### config.mk
export PLATFORM = sky130hd
export DESIGN_NAME = semi_auto_drive_ctrl
export DESIGN_NICKNAME = d
export VERILOG_FILES = /design/src/rtl/semi_auto_drive_ctrl.sv
export SDC_FILE = /design/constraint.sdc
export NUM_CORES = 1
export LEC_CHECK = 0
export BUFFER_PORTS_ARGS = -buffer_cell sky130_fd_sc_hd__clkbuf_2
export CORE_MARGIN = 1
export CORE_UTILIZATION = 30
export CTS_CLUSTER_DIAMETER = 50
export CTS_CLUSTER_SIZE = 28
export DETAILED_ROUTE_END_ITERATION = 8
export PLACE_DENSITY = 0.55
export SLEW_MARGIN = 20
export SYNTH_ARGS = -nofsm -noshare
export SYNTH_HDL_FRONTEND = slang
export SYNTH_SLANG_ARGS = --single-unit
### constraint.sdc
create_clock -name clk -period 2.6 [get_ports clk]
set_clock_uncertainty 0.1 [all_clocks]
set_input_delay 0.52 -clock clk [delete_from_list [all_inputs] [get_ports clk]]
set_output_delay 0.52 -clock clk [all_outputs]
set_load 0.01 [all_outputs]
### src/rtl/semi_auto_drive_ctrl.sv
// rtl/semi_auto_drive_ctrl.sv - semi-automatic drive controller: operator commands, timed turns, corridor following
//
// Purpose:
//   Accepts a one-hot operator command while idle (WAIT). It holds a timed
//   turn, or a U-turn when built with SEMI_AUTO_DRIVE_UTURN_EN. It then drives
//   forward for a settle period with the detectors ignored. After that it keeps
//   moving forward while the detectors report a corridor (front clear, walls on
//   both sides) and returns to WAIT on anything else.
//
// Ports:
//   clk                  in   system clock, rising edge
//   rst_n                in   asynchronous active-low reset
//   front/left/right_detector in  high = obstacle present
//   go_straight_command  in   level command -> SETTLE
//   turn_left_command    in   level command -> TURN_L
//   turn_right_command   in   level command -> TURN_R
//   turn_back_command    in   level command -> UTURN (only with SEMI_AUTO_DRIVE_UTURN_EN)
//   move_forward_signal  out  forward drive (SETTLE, MOVE)
//   turn_left_signal     out  left drive (TURN_L, UTURN)
//   turn_right_signal    out  right drive (TURN_R)
//   state                out  WAIT=0 TURN_L=1 TURN_R=2 MOVE=3 SETTLE=4 UTURN=5
//   cmd_error            out  one-cycle pulse when several commands are high in WAIT
//
// Configuration macro: SEMI_AUTO_DRIVE_UTURN_EN (adds turn_back_command and UTURN)

module semi_auto_drive_ctrl #(
    parameter int unsigned TURN_CYCLES   = 1000000,
    parameter int unsigned SETTLE_CYCLES = 500000,
    parameter int unsigned UTURN_CYCLES  = 2000000,
    parameter int unsigned CNT_W         = 32
) (
    input  logic       clk,
    input  logic       rst_n,
    input  logic       front_detector,
    input  logic       left_detector,
    input  logic       right_detector,
    input  logic       go_straight_command,
    input  logic       turn_left_command,
    input  logic       turn_right_command,
`ifdef SEMI_AUTO_DRIVE_UTURN_EN
    input  logic       turn_back_command,
`endif
    output logic       move_forward_signal,
    output logic       turn_left_signal,
    output logic       turn_right_signal,
    output logic [2:0] state,
    output logic       cmd_error
);

`ifdef SEMI_AUTO_DRIVE_UTURN_EN
    typedef enum logic [2:0] {
        S_WAIT   = 3'd0,
        S_TURN_L = 3'd1,
        S_TURN_R = 3'd2,
        S_MOVE   = 3'd3,
        S_SETTLE = 3'd4,
        S_UTURN  = 3'd5
    } state_t;

    localparam int unsigned CMD_W = 4;
    localparam logic [CNT_W-1:0] UTURN_LAST = CNT_W'(UTURN_CYCLES - 1);
`else
    typedef enum logic [2:0] {
        S_WAIT   = 3'd0,
        S_TURN_L = 3'd1,
        S_TURN_R = 3'd2,
        S_MOVE   = 3'd3,
        S_SETTLE = 3'd4
    } state_t;

    localparam int unsigned CMD_W = 3;
`endif

    // Last counter value of each timed state; the state is left on the edge
    // where the counter holds this value, giving exactly N cycles in the state.
    localparam logic [CNT_W-1:0] TURN_LAST   = CNT_W'(TURN_CYCLES - 1);
    localparam logic [CNT_W-1:0] SETTLE_LAST = CNT_W'(SETTLE_CYCLES - 1);

    state_t             r_state;
    state_t             w_state_next;
    logic [CNT_W-1:0]   r_cnt;
    logic [CNT_W-1:0]   w_cnt_next;
    logic               w_timed;
    logic               r_cmd_error;
    logic               r_err_armed;

    logic [CMD_W-1:0]   w_cmd;
    logic [CMD_W-1:0]   w_cmd_dec;
    logic               w_cmd_one;
    logic               w_cmd_multi;
    logic               w_in_wait;
    logic [2:0]         w_det;

`ifdef SEMI_AUTO_DRIVE_UTURN_EN
    assign w_cmd = {turn_back_command, turn_right_command, turn_left_command, go_straight_command};
`else
    assign w_cmd = {turn_right_command, turn_left_command, go_straight_command};
`endif

    // x & (x-1) clears the lowest set bit: non-zero means two or more commands.
    assign w_cmd_dec   = w_cmd - CMD_W'(1);
    assign w_cmd_multi = (w_cmd & w_cmd_dec) != '0;
    assign w_cmd_one   = (w_cmd != '0) && !w_cmd_multi;
    assign w_in_wait   = (r_state == S_WAIT);
    assign w_det       = {front_detector, left_detector, right_detector};

    always_comb begin
        w_state_next = S_WAIT;
        w_timed      = 1'b0;
        case (r_state)
            S_WAIT: begin
                w_state_next = S_WAIT;
                if (w_cmd_one) begin
                    if (go_straight_command)     w_state_next = S_SETTLE;
                    else if (turn_left_command)  w_state_next = S_TURN_L;
                    else if (turn_right_command) w_state_next = S_TURN_R;
`ifdef SEMI_AUTO_DRIVE_UTURN_EN
                    else                         w_state_next = S_UTURN;
`endif
                end
            end
            S_TURN_L, S_TURN_R: begin
                w_timed      = 1'b1;
                w_state_next = (r_cnt == TURN_LAST) ? S_SETTLE : r_state;
            end
`ifdef SEMI_AUTO_DRIVE_UTURN_EN
            S_UTURN: begin
                w_timed      = 1'b1;
                w_state_next = (r_cnt == UTURN_LAST) ? S_SETTLE : S_UTURN;
            end
`endif
            S_SETTLE: begin
                w_timed      = 1'b1;
                w_state_next = (r_cnt == SETTLE_LAST) ? S_MOVE : S_SETTLE;
            end
            S_MOVE: begin
                // Only a corridor (front clear, both walls) keeps us moving.
                w_state_next = (w_det == 3'b011) ? S_MOVE : S_WAIT;
            end
            default: w_state_next = S_WAIT;
        endcase
    end

    // Counter clears on every state change and idles at zero in untimed states;
    // timed states exit at their last value so it never wraps.
    always_comb begin
        w_cnt_next = '0;
        if (w_timed && (w_state_next == r_state)) begin
            w_cnt_next = r_cnt + CNT_W'(1);
        end
    end

    always_ff @(posedge clk or negedge rst_n) begin
        if (!rst_n) begin
            r_state <= S_WAIT;
            r_cnt   <= '0;
        end else begin
            r_state <= w_state_next;
            r_cnt   <= w_cnt_next;
        end
    end

    // One error pulse per conflicting episode: re-armed only once the
    // command vector has gone fully idle.
    always_ff @(posedge clk or negedge rst_n) begin
        if (!rst_n) begin
            r_cmd_error <= 1'b0;
            r_err_armed <= 1'b1;
        end else begin
            r_cmd_error <= w_in_wait && w_cmd_multi && r_err_armed;
            if (w_cmd == '0) begin
                r_err_armed <= 1'b1;
            end else if (w_in_wait && w_cmd_multi && r_err_armed) begin
                r_err_armed <= 1'b0;
            end
        end
    end

    always_comb begin
        move_forward_signal = 1'b0;
        turn_left_signal    = 1'b0;
        turn_right_signal   = 1'b0;
        case (r_state)
            S_TURN_L:         turn_left_signal    = 1'b1;
            S_TURN_R:         turn_right_signal   = 1'b1;
            S_SETTLE, S_MOVE: move_forward_signal = 1'b1;
`ifdef SEMI_AUTO_DRIVE_UTURN_EN
            S_UTURN:          turn_left_signal    = 1'b1;
`endif
            default: ;
        endcase
    end

    assign state     = r_state;
    assign cmd_error = r_cmd_error;

endmodule

==> run summary <==
status: finished clean
Final Critical Period: 2.15 ns
remaining global-route overflow: 0
Worst Hold Class: input pin to asynchronous set/reset pin
Skew-Pair Late Insertion Delay: 0.29 ns
CORE AREA: 6390 um2
Die X: 83.7 um
Mean Syn Cell Area: 9.45 um2
Yosys warning total: 0
Net Sw Power: 483 uW
CP arrival: 2.23 ns
number of I/O pins: 15
Crit path max-delay family: simple AND/OR/NAND/NOR gates
DP HPWL: 2920 um
drt total wl: 4130 um
critical path buffer and inverter count: 1
setup bufs post-CTS: 0
row count: 29
RSZ-0062 raised after global routing: false
Post-DP Area: 2160 um2
Clk pwr share: 29.1%
Startpoint Class: flip-flop
CP max-delay cell: dfrtp_1
Max clock buf depth: 2
Worst-Margin Slew: 0.508 ns
fin crit share: 82.8%
Num CTS Buffers: 5
cts hold-fix bufs: 0
pin count of the biggest net entering global routing: 22
vias: 1596
leakage: 0.000947 uW
clock slew at reported path FFs: 0.07 ns
clock root buffer: clkbuf_8
fin area: 2250 um2
initial core utilization: 31.4%
IO Port Bufs: 14
Final Hold Vio Count: 0
DRC: 0
reg2reg start: r_cnt[10]
RR Endpoint: r_cnt[12]
Post-Synthesis Net Count: 221
Post-CTS Resized: 0
crit path cell chain: nor4_1 > nand4_1 > a2111oi_0 > a211o_2 > buf_4 > nor2_1
placed cells: 302
total negative slack for setup checks: 0 ns
mapped cell area: 2000 um2
H-Tree Depth: 2
final setup violating endpoints: 0
Yosys cell types: 38
register area share after synthesis: 46.3%
Register-to-Register Path Depth: 6
Cells after Synth: 212
Rel. slew slack: 65.9%
Syn-to-layout area delta: 12.2%
ANT nets after route: 0
ant diodes: 0
CTS tree: yes
Detailed Routing Iterations Pass 1: 4
Slew Viols, Final: 0
fmax: 464 MHz
Reg power frac: 46.9%
final net count: 241
power per standard cell area: 643 nW/um2
Crit Path Class: flip-flop to flip-flop
CP required: 2.67 ns
Crit. End Element: flip-flop
non-filler cells, final: 310
drt via density: 5.15
Tot GR Track Use: 13.0%
P_int: 961 uW
Critical Path Fanout Max: 21
global-route wire length before repair: 7290 um
clk sinks: 37
full die area: 7010 um2
Synth Register Bits: 37
Worst VDD drop: 0.000440 V
maxcap violations: 0
initial antenna violation count: 0
Logic pwr share: 24.0%
switching portion of total power: 33.4%
Largest stage delay, worst path: 0.43 ns
flop2flop setup slack: 0.45 ns
Die H: 83.7 um
wire length per cell: 13.3 um
share of cells above drive strength 1: 14.6%
vias in the first global route: 1534
drt first-iter violations: 117
GP Congestion: 0.764
-- metrics by stage --
stage | hold WS (ns) | power (uW) | utilization (%) | setup slack (ns)
2_1_floorplan | 0.124 | 960 | - | 0.549
3_3_place_gp | 0.331 | 1050 | 33.8 | 0.496
3_5_place_dp | 0.333 | 1040 | 33.8 | 0.478
4_1_cts | 0.0267 | 1470 | 35.2 | 0.443
5_1_grt | 0.0428 | 1530 | 35.2 | 0.239
6_report | 0.0182 | 1440 | 35.2 | 0.446
-- routing by layer --
layer	vias up	wire length [um]	GRT usage, %	part of all wire, %
met1	771	2030	18.1	49
li1	789	-	-	-
met4	0	52	4.62	1.3
met3	5	197	2.67	4.8
met2	31	1850	20.0	45
met5	-	0	0	0
-- layout by cell type (no fill, tap or decap), types with 4 or more instances in the layout --
master    instances
a21oi_1           7
o21ai_0           7
buf_4             6
clkbuf_2         14
dfrtp_1          36
and4_1            4
xnor2_1           5
or3_1             4
nand3_1          19
nand4_1           8
nand2_1          10
and3_1            8
xor2_1           21
nor3_1            4
nor2_1           37
nand2b_1          4
nor4_1            4
clkbuf_8          6
-- state kept, by name, indices dropped and copies added (netlist names) --
signal and count:
cmd_error 1, state 3, r_err_armed 1, r_cnt 32
-- synthesized netlist by cell type, drive strengths merged --
master	number	area, um2
inv	3	11.3
o21ai	7	35.0
maj3	1	10.0
xor2	21	184
and4bb	1	16.3
a32oi	1	8.76
nand4b	2	17.5
nand2	10	37.5
dfrtp	36	901
a21oi	9	52.6
ha	1	12.5
nor4b	1	8.76
o22ai	1	6.26
and3	9	57.6
xnor2	5	43.8
nor2b	1	6.26
a211o	1	10.0
and2	3	21.3
o311ai	2	17.5
a2111oi	1	8.76
nand3	19	95.1
nor4bb	2	20.0
clkbuf	2	7.51
nor3	4	20.0
nor2	37	139
buf	5	50.0
or3	4	25.0
nand3b	1	7.51
nand4	8	50.1
nand2b	4	25.0
and4	5	46.3
nor4	4	25.0
dfstp	1	26.3
-- cells by family after synthesis --
logic type | after synthesis | synth area share [%]
buffers and inverters | 10 | 3.44
XOR/XNOR | 26 | 11.4
adder cells (fa/ha/maj) | 2 | 1.12
AND/OR/NAND/NOR | 115 | 30.9
flip-flops | 37 | 46.3
AO/OA/AOI/OAI | 22 | 6.93
-- worst max path at each step --
stage,startpoint,endpoint,cells after the start
global placement,r_cnt[0],r_cnt[12],7
global route,r_cnt[6],r_cnt[13],6
CTS,r_cnt[11],r_cnt[12],6
finish,r_cnt[10],r_cnt[12],6
floorplan,r_cnt[0],r_cnt[27],8
detailed placement,r_cnt[0],r_cnt[12],7
-- worst reg2reg max path, stage by stage (launching register included) --
cell	delay (ns)
dfrtp_1	0.43
nor4_1	0.39
nand4_1	0.20
a2111oi_0	0.42
a211o_2	0.18
buf_4	0.24
nor2_1	0.09
-- final cells by class --
cell class / count / area (um2)
Clock buffer: 8 / 90.1
Fill cell: 672 / 4140
Inverter: 3 / 11.3
Multi-Input combinational cell: 165 / 1010
Sequential cell: 37 / 927
Tap cell: 77 / 96.3
Timing Repair Buffer: 20 / 115
-- power groups by stage --
stage | combinational [uW] | sequential (uW) | clock (uW)
finish | 346 | 677 | 420
global route | 391 | 686 | 453
CTS | 355 | 677 | 437
detailed placement | 353 | 689 | 0
global placement | 359 | 688 | 0
floorplan | 290 | 670 | 0
Power figures use the tool's default switching activity.
